--- config.mk ---
export PLATFORM = sky130hd
export DESIGN_NAME = led_shift_ctrl
export DESIGN_NICKNAME = d
export VERILOG_FILES = /design/src/rtl/led_shift_ctrl.sv
export SDC_FILE = /design/constraint.sdc
export NUM_CORES = 1
export LEC_CHECK = 0
export BUFFER_PORTS_ARGS = -buffer_cell sky130_fd_sc_hd__buf_2
export CAP_MARGIN = 15
export CELL_PAD_IN_SITES_DETAIL_PLACEMENT = 1
export CELL_PAD_IN_SITES_GLOBAL_PLACEMENT = 2
export CORE_ASPECT_RATIO = 0.75
export CORE_MARGIN = 2
export CORE_UTILIZATION = 31
export DETAILED_ROUTE_END_ITERATION = 16
export PLACE_DENSITY_LB_ADDON = 0.1
export SLEW_MARGIN = 20
export SYNTH_ARGS = -nofsm -noshare
export SYNTH_HDL_FRONTEND = slang
export SYNTH_SLANG_ARGS = --single-unit
--- constraint.sdc ---
create_clock -name clk -period 2.2 [get_ports clk]
set_input_delay 0.22 -clock clk [delete_from_list [all_inputs] [get_ports clk]]
set_output_delay 0.22 -clock clk [all_outputs]
set_load 0.005 [all_outputs]
--- src/rtl/led_shift_ctrl.sv ---
// -----------------------------------------------------------------------------
// led_shift_ctrl
//
// Sequencing controller for the LED shifter. It drives the phase timer's
// clear/enable, turns the timer's one-hot phase outputs into shift ticks and
// shifts an LED pattern register in rotate or ping-pong mode. It supports
// start/pause/stop control and an optional step count.
//
// State table
//   state   | meaning
//   --------+---------------------------------------------------------------
//   S_IDLE  | waiting for start; timer held clear; leds hold last pattern
//   S_ARM   | one cycle after start; timer still clear, phase tracker reset
//   S_RUN   | timer running; ticks shift the pattern
//   S_PAUSE | timer frozen (not cleared); resumes on the next pause pulse
//
// Ports
//   clk           system clock, rising edge
//   async_nreset  asynchronous active-low reset
//   start         level; honoured only in IDLE (ignored while stop is high)
//   pause         single-cycle pulse; toggles RUN/PAUSE
//   stop          level or pulse; abort to IDLE from any state
//   seed          pattern loaded on start
//   dir           initial direction on start (0 = toward MSB, 1 = toward LSB)
//   mode          loaded on start (0 = rotate, 1 = ping-pong)
//   speed         live; 1 = tick on every phase change, 0 = trigger1 rise only
//   steps         shift count loaded on start; 0 = run forever
//   trigger1..3   one-hot phase outputs of the timer
//   timer_clear   to timer clear
//   timer_enable  to timer enable
//   leds          pattern register
//   busy          high in ARM, RUN and PAUSE
//   done          one-cycle pulse when the step count expires
// -----------------------------------------------------------------------------
module led_shift_ctrl #(
  parameter int WIDTH = 8,
  parameter int STEPW = 8
) (
  input  logic             clk,
  input  logic             async_nreset,
  input  logic             start,
  input  logic             pause,
  input  logic             stop,
  input  logic [WIDTH-1:0] seed,
  input  logic             dir,
  input  logic             mode,
  input  logic             speed,
  input  logic [STEPW-1:0] steps,
  input  logic             trigger1,
  input  logic             trigger2,
  input  logic             trigger3,
  output logic             timer_clear,
  output logic             timer_enable,
  output logic [WIDTH-1:0] leds,
  output logic             busy,
  output logic             done
);

  typedef enum logic [1:0] {
    S_IDLE  = 2'd0,
    S_ARM   = 2'd1,
    S_RUN   = 2'd2,
    S_PAUSE = 2'd3
  } state_t;

  state_t           state_q, state_d;
  logic [WIDTH-1:0] leds_q, leds_d;
  logic             dir_q, dir_d;
  logic             mode_q, mode_d;
  logic [STEPW-1:0] remaining_q, remaining_d;
  logic [2:0]       phase_q, phase_d;
  logic             done_q, done_d;

  logic [2:0]       phase;
  logic             tick;
  logic [WIDTH-1:0] shifted;
  logic             dir_next;

  assign phase = {trigger3, trigger2, trigger1};

  // Tick only exists in RUN. In PAUSE phase_q still follows the timer, so a
  // phase change that lands while paused is absorbed and never becomes a tick.
  always_comb begin
    tick = 1'b0;
    if (state_q == S_RUN) begin
      if (speed) begin
        tick = (phase != phase_q);
      end else begin
        tick = trigger1 & ~phase_q[0];
      end
    end
  end

  // Next pattern and direction for a shift taken this cycle.
  always_comb begin
    shifted  = leds_q;
    dir_next = dir_q;
    if (!mode_q) begin
      if (!dir_q) begin
        shifted = {leds_q[WIDTH-2:0], leds_q[WIDTH-1]};
      end else begin
        shifted = {leds_q[0], leds_q[WIDTH-1:1]};
      end
    end else begin
      // Ping-pong: reverse when the lit bit already sits at the edge we are
      // heading toward, and shift the other way in the same tick.
      if (!dir_q && leds_q[WIDTH-1]) begin
        dir_next = 1'b1;
      end else if (dir_q && leds_q[0]) begin
        dir_next = 1'b0;
      end
      if (dir_next) begin
        shifted = {1'b0, leds_q[WIDTH-1:1]};
      end else begin
        shifted = {leds_q[WIDTH-2:0], 1'b0};
      end
    end
  end

  always_comb begin
    state_d     = state_q;
    leds_d      = leds_q;
    dir_d       = dir_q;
    mode_d      = mode_q;
    remaining_d = remaining_q;
    phase_d     = phase_q;
    done_d      = 1'b0;

    case (state_q)
      S_IDLE: begin
        if (start && !stop) begin
          state_d     = S_ARM;
          leds_d      = seed;
          dir_d       = dir;
          mode_d      = mode;
          remaining_d = steps;
        end
      end

      S_ARM: begin
        phase_d = 3'b001;
        if (stop) begin
          state_d = S_IDLE;
        end else begin
          state_d = S_RUN;
        end
      end

      S_RUN: begin
        phase_d = phase;
        if (stop) begin
          state_d = S_IDLE;
        end else if (pause) begin
          state_d = S_PAUSE;
        end else if (tick) begin
          leds_d = shifted;
          dir_d  = dir_next;
          if (remaining_q != '0) begin
            remaining_d = remaining_q - STEPW'(1);
            if (remaining_q == STEPW'(1)) begin
              done_d  = 1'b1;
              state_d = S_IDLE;
            end
          end
        end
      end

      S_PAUSE: begin
        phase_d = phase;
        if (stop) begin
          state_d = S_IDLE;
        end else if (pause) begin
          state_d = S_RUN;
        end
      end

      default: begin
        state_d = S_IDLE;
      end
    endcase
  end

  always_ff @(posedge clk or negedge async_nreset) begin
    if (!async_nreset) begin
      state_q     <= S_IDLE;
      leds_q      <= '0;
      dir_q       <= 1'b0;
      mode_q      <= 1'b0;
      remaining_q <= '0;
      phase_q     <= 3'b001;
      done_q      <= 1'b0;
    end else begin
      state_q     <= state_d;
      leds_q      <= leds_d;
      dir_q       <= dir_d;
      mode_q      <= mode_d;
      remaining_q <= remaining_d;
      phase_q     <= phase_d;
      done_q      <= done_d;
    end
  end

  always_comb begin
    timer_clear  = 1'b0;
    timer_enable = 1'b0;
    case (state_q)
      S_IDLE, S_ARM: timer_clear  = 1'b1;
      S_RUN:         timer_enable = 1'b1;
      default: begin
        timer_clear  = 1'b0;
        timer_enable = 1'b0;
      end
    endcase
  end

  assign busy = (state_q != S_IDLE);
  assign leds = leds_q;
  assign done = done_q;

endmodule
* Word level (Yosys, flattened, before mapping)
Index checks and enable logic that the tools add are counted.
** Storage, ports and cells
- Flip-flop bits (word level) :: 24
- Output and inout bits :: 12
- Logic and storage cells :: 86
- Input port bits :: 27
** Operators by class
- Bitwise gates (word level) :: 2
- Add/sub/neg operators :: 1
- Multiplexer cells :: 44
- Reduce and logical (&&, ||, !) cells :: 17
- Equal/unequal tests :: 15
** Operator list (number)
- 8-bit 2-to-1 mux :: 12
- 8-bit one-hot mux with 2 select lines :: 2
- 1-bit 2-to-1 mux :: 18
- 2-bit 2-to-1 mux :: 9
- 6-bit AND reduction :: 2
- 2-bit != test (second input constant) :: 5
- 5-bit AND reduction :: 2
- 8-bit by 1-bit == test with 1-bit output (second input constant) :: 1
- 4-bit by 3-bit != test with 1-bit output (second input constant) :: 2
- 2-bit one-hot mux with 4 select lines :: 1
- 8-bit nonzero test :: 1
- 8-bit by 1-bit subtractor with 8-bit output (second input constant) :: 1
- 3-bit one-hot mux with 2 select lines :: 1
- 2-bit nonzero test :: 3
- 2-bit == test (second input constant) :: 2
- 4-bit != test (second input constant) :: 1
- 2-bit OR reduction :: 2
- 1-bit logical AND :: 3
- 3-bit != test :: 1
- 3-bit != test (second input constant) :: 1
- 2-bit by 1-bit == test with 1-bit output (second input constant) :: 1
- 1-bit logical NOT :: 2
- 2-bit logical NOT :: 1
- 2-bit by 1-bit != test with 1-bit output (second input constant) :: 1
- other kinds (4) :: 4

* Longest topological paths before layout
- Depth after elaboration :: 10
- Depth in mapped cells :: 9
- Gate-level depth less buffers :: 7

* Worst setup path before layout
OpenSTA, ideal clock, no wires.
- Kind :: flip-flop to flip-flop
- Start point :: register phase_q[0]
- End point :: register leds_q[4], in the netlist leds[4]
- Slack :: 0.394 ns
- Required time :: 2.082 ns
- Data arrival time :: 1.688 ns
- Stages on the path, launching flop included :: 9
- Setup time :: 0.118 ns
- Buffers on the path :: 2
- Clock period less this slack :: 1.806 ns
- Path through :: dfstp_2 > inv_1 > ha_1 > nand2_1 > nor4_1 > or3b_1 > buf_6 > buf_6 > a21o_1
** Between the ends
- Cells in the longest elaborated chain, start to end :: 6
** RTL lines
- start, declared :: RTL line 71 : logic [2:0] phase_q, phase_d;
- start signal, assigned :: RTL line 198 : phase_q <= phase_d;
- 1-bit inverter :: RTL line 89 : tick = trigger1 & ~phase_q[0];
- 1-bit AND :: RTL line 89
- 1-bit 2-to-1 mux (*) :: RTL line 86 : if (speed) begin
- 1-bit 2-to-1 mux (*) :: RTL line 85 : if (state_q == S_RUN) begin
- 2-bit != test (no line) (*)
- 5-bit AND reduction (no line) (*)
- end signal, assigned :: RTL line 194 : leds_q <= leds_d;
- end, declared :: RTL line 67 : logic [WIDTH-1:0] leds_q, leds_d;
Mark *: on every way between the ends. The rest lies on a longest branch, timed or not.
A chain may end at the register's enable or synchronous reset.

* Worst setup path after layout
- Start point :: register phase_q[0]
- End point :: register remaining_q[0]
** Between the ends
- Cells in the longest elaborated chain, start to end :: 6
** RTL lines
- 1-bit inverter :: RTL line 89
- 1-bit AND :: RTL line 89
- 1-bit 2-to-1 mux (*) :: RTL line 86
- 1-bit 2-to-1 mux (*) :: RTL line 85
- 2-bit != test (no line) (*)
- 6-bit AND reduction (no line) (*)
- end signal, assigned :: RTL line 197 : remaining_q <= remaining_d;
- end, declared :: RTL line 70 : logic [STEPW-1:0] remaining_q, remaining_d;
Marked as above.

==> metrics.log <==
INFO  metric status = finished clean
INFO  metric grt_max_degree = 27
INFO  metric synth-main-ff-cell = sky130_fd_sc_hd__dfrtp_1
INFO  metric yosysTopAreaCellShare = 0.379
INFO  metric net-switching-power = ~720 uW
INFO  metric syn2layout_area_growth = 20.6%
INFO  metric power.share.sequential = 0.434
INFO  metric timing.final.setup_violations = 0
INFO  metric vias_per_cell = between 5 and 6
INFO  metric n_antenna_cell = 0
INFO  metric synth_compound_area_frac = 0.244
INFO  metric main_combinational_cell_family_by_area_after_synthesis = compound AO/OA/AOI/OAI gates
INFO  metric wl = 4.23 mm
INFO  metric cts_buffers = 3
INFO  metric synth.area.mux_share = 0.0469
INFO  metric slew_viol_final = 0
INFO  metric die-width = approximately 85 um
INFO  metric xor_xnor_share_of_the_synthesized_area = 0.0115
INFO  metric crit_path_cell_trace = inv_1 -> ha_1 -> nand2_1 -> nor3_1 -> buf_4 -> a21o_1 -> a21oi_1 -> o221a_2
INFO  metric criticalPathCategory = flip-flop to flip-flop
INFO  metric num_io_pins = 39
INFO  metric layout_worst_path_cycle_share = 0.936
INFO  metric maxClockFrequency = about 490 MHz
INFO  metric post_cts.repair.setup_buffers = 0
INFO  metric overall_via_count_from_detail_route = approximately 1400
INFO  metric setup_tns = 0 ns
INFO  metric placement.cell_area = 1770 sq um
INFO  metric leakage_power_of_the_design = 0.878 nW
INFO  metric die_area = between 5000 and 6000 sq um
INFO  metric grt_pass1_wl = between 7 and 8 mm
INFO  metric power_switching_share = 0.400
INFO  metric drtPass1Iterations = 4
INFO  metric power.share.clock = 0.171
INFO  metric ys_types = 46
INFO  metric endpoint_kind = flip-flop
INFO  metric ctsHtreeMaxLevel = 1
INFO  metric setup.worst_path.start_class = flip-flop
INFO  metric first_global_vias = between 1000 and 1500
INFO  metric post_synth_fa_ha_maj_area_fraction = 0.0329
INFO  metric fin_worst_hold_slack = roughly 0.16 ns
INFO  metric ys_seq_area_frac = 0.396
INFO  metric combPwrFrac = 0.395
INFO  metric timing.max_slew.rel_slack = 0.600
INFO  metric worst_slew_pin_slew = 0.600 ns
INFO  metric post-route-cell-area = between 1500 and 2000 sq um
INFO  metric syn-mean-instance-area = between 8 and 9 sq um
INFO  metric dp_hpwl = between 3 and 4 mm
INFO  metric fin_skew = between 0.003 and 0.004 ns
INFO  metric cts-root-to-sink-buffers = 2
INFO  metric number_of_synthesized_flops_with_an_enable_pin = 0
INFO  metric gpl_congestion = around 0.80
INFO  metric route.antenna.remaining_nets = 0
INFO  metric cp_slowest_cell = sky130_fd_sc_hd__dfstp_2
INFO  metric rsz0062_at_grt = false
INFO  metric rows = 22
INFO  metric finalCriticalPeriod = about 2.1 ns
INFO  metric antenna_found_initial = 0
INFO  metric buffer_ports.inserted = 38
INFO  metric wl_per_cell = about 16 um
INFO  metric dp_cells = between 200 and 300
INFO  metric fin_nets = ~240
INFO  metric grt.overflow.total = 0
INFO  metric synth_common_cells = sky130_fd_sc_hd__dfrtp_1 (23), sky130_fd_sc_hd__nand2_1 (17), sky130_fd_sc_hd__nor2_1 (15), sky130_fd_sc_hd__a21oi_1 (11), sky130_fd_sc_hd__inv_1 (8)
INFO  metric post-synth-top-count-cell = sky130_fd_sc_hd__dfrtp_1
INFO  metric core-area = about 4800 sq um
INFO  metric synth_simple_gate_area_share = 0.203
INFO  metric synth.area.top_cells = sky130_fd_sc_hd__dfrtp_1 (38%), sky130_fd_sc_hd__nand2_1 (4.2%), sky130_fd_sc_hd__mux2i_1 (4.0%)
INFO  metric post_route_cells_drive_above_1_share = 0.276
INFO  metric cts.reportedPaths.clkPinSlew = approximately 0.090 ns
INFO  metric synth.ff_latch_count = 24
INFO  metric grt_use_total = 0.165
INFO  metric power_per_cell_area = around 990 nW/um^2
INFO  metric worst_ir_drop_vdd = approximately 0.33 mV
INFO  metric power.internal = 1.09 mW
INFO  metric drc = 0
INFO  metric worst-endpoint-required = roughly 2.4 ns
INFO  metric hold_viol = 0
INFO  metric max_cap_viols = 0
INFO  metric synthesis.nets = 200
INFO  metric min-delay-path-class = input port to flip-flop
INFO  metric number_of_drc_markers_after_the_initial_detailed_route_iteration = 74
INFO  metric syn_inst = 169
INFO  metric crit_fanout = 4
INFO  metric yosys_warning_count = 0
INFO  metric die_h = 64.6 um
INFO  metric synth_top_area_cell = sky130_fd_sc_hd__dfrtp_1
INFO  metric crit_arrival = 2.27 ns
INFO  metric floorplan.initialDensity = 0.316
INFO  metric synth_async_sr_flop_share = 1.00
INFO  metric area_of_the_mapped_netlist = 1520 sq um
INFO  metric clock_insertion_delay_worst_skew = about 0.27 ns
INFO  metric final_cell_count_no_fill = 270
INFO  metric root_buffer = sky130_fd_sc_hd__clkbuf_8
INFO  metric peak_per_stage_delay_on_the_critical_path = approximately 0.54 ns
INFO  metric cts_sinks = 24
INFO  metric tritoncts = yes
## placed cells by master (no fill, tap or decap), drive strengths merged, types with 2 or more instances in the layout
cell,count
nor2,15
or2,2
nor4b,2
o22ai,3
o21ai,12
a32o,2
xor2,2
a211oi,7
nor4,6
nor3,4
ha,4
nand2b,2
nand4,2
dfrtp,23
a21oi,12
a21o,6
buf,45
clkbuf,4
a22o,3
o311ai,2
inv,8
nand3,4
mux2i,6
nand2,17
and3,2
## critical path, delay by kind of cell (launching register included)
family                   cells  cell delay (ns)
flip-flops                   1             0.54
buffers and inverters        2             0.19
adder cells (fa/ha/maj)      1             0.26
AO/OA/AOI/OAI                3             0.88
AND/OR/NAND/NOR              2             0.13
## cells by family (layout without fill, tap and decap cells)
kind of cell | Yosys count | count (layout)
adder cells (fa/ha/maj) | 4 | 4
AND/OR/NAND/NOR | 61 | 61
buffers and inverters | 17 | 58
flip-flops | 24 | 24
multiplexers | 7 | 7
XOR/XNOR | 2 | 2
AO/OA/AOI/OAI | 54 | 54
## what timing repair did
| action | CTS | global route |
|---|---|---|
| endpoints found under the setup margin | 0 | 1 |
| hold buffers | 1 | 0 |
| hold endpoints to repair | 23 | 0 |
| resized for setup | 0 | 1 |
## worst paths after layout
check	start	end	slack [ns]	depth (start not counted)
worst min-delay path	stop	state_q[0]$_DFFE_PN0P_	0.16	2
min in group asynchronous	async_nreset	leds[4]$_DFFE_PN0P_	0.48	2
max in group asynchronous	async_nreset	remaining_q[1]$_DFFE_PN0P_	1.32	2
worst min register to register	phase_q[1]$_DFFE_PN0P_	phase_q[1]$_DFFE_PN0P_	0.53	1
worst max-delay path	phase_q[0]$_DFFE_PN1P_	remaining_q[0]$_DFFE_PN0P_	0.14	8
worst max register to register	phase_q[0]$_DFFE_PN1P_	remaining_q[0]$_DFFE_PN0P_	0.14	8
## stage by stage
step / power (mW) / util / worst slack (ns)
floorplan: 1.26 / - / 0.394
global placement: 1.50 / 0.367 / 0.229
detailed placement: 1.51 / 0.367 / 0.191
CTS: 1.83 / 0.381 / 0.157
global route: 1.99 / 0.381 / 0.0534
finish: 1.81 / 0.381 / 0.141
## power groups by stage
stage / combinational [mW] / sequential, mW / clock (mW)
after floorplan: 0.537 / 0.725 / 0
after global placement: 0.704 / 0.793 / 0
after detailed placement: 0.718 / 0.796 / 0
after CTS: 0.724 / 0.788 / 0.322
after global routing: 0.820 / 0.825 / 0.346
final: 0.716 / 0.787 / 0.310
## metal layers
layer | up-vias | wire length (um) | global-route usage
li1 | 702 | - | -
met1 | 693 | 2170 | 0.247
met2 | 29 | 1830 | 0.245
met3 | 2 | 202 | 0.0395
met4 | 0 | 24 | 0.0278
met5 | - | 0 | 0
## state kept, by name (all words and copies together) (netlist names)
| name | cells |
|---|---|
| done | 1 |
| remaining_q | 8 |
| dir_q | 1 |
| state_q | 2 |
| leds | 8 |
| phase_q | 3 |
| mode_q | 1 |
## area by class of cell
cell class | count | area [sq um]
Clock buffer | 4 | 55.1
Multi-Input combinational cell | 128 | 818
Fill cell | 581 | 2980
Timing Repair Buffer | 46 | 253
Sequential cell | 24 | 602
Inverter | 8 | 30.0
Tap cell | 60 | 75.1
(Power assumes the default switching activity.)
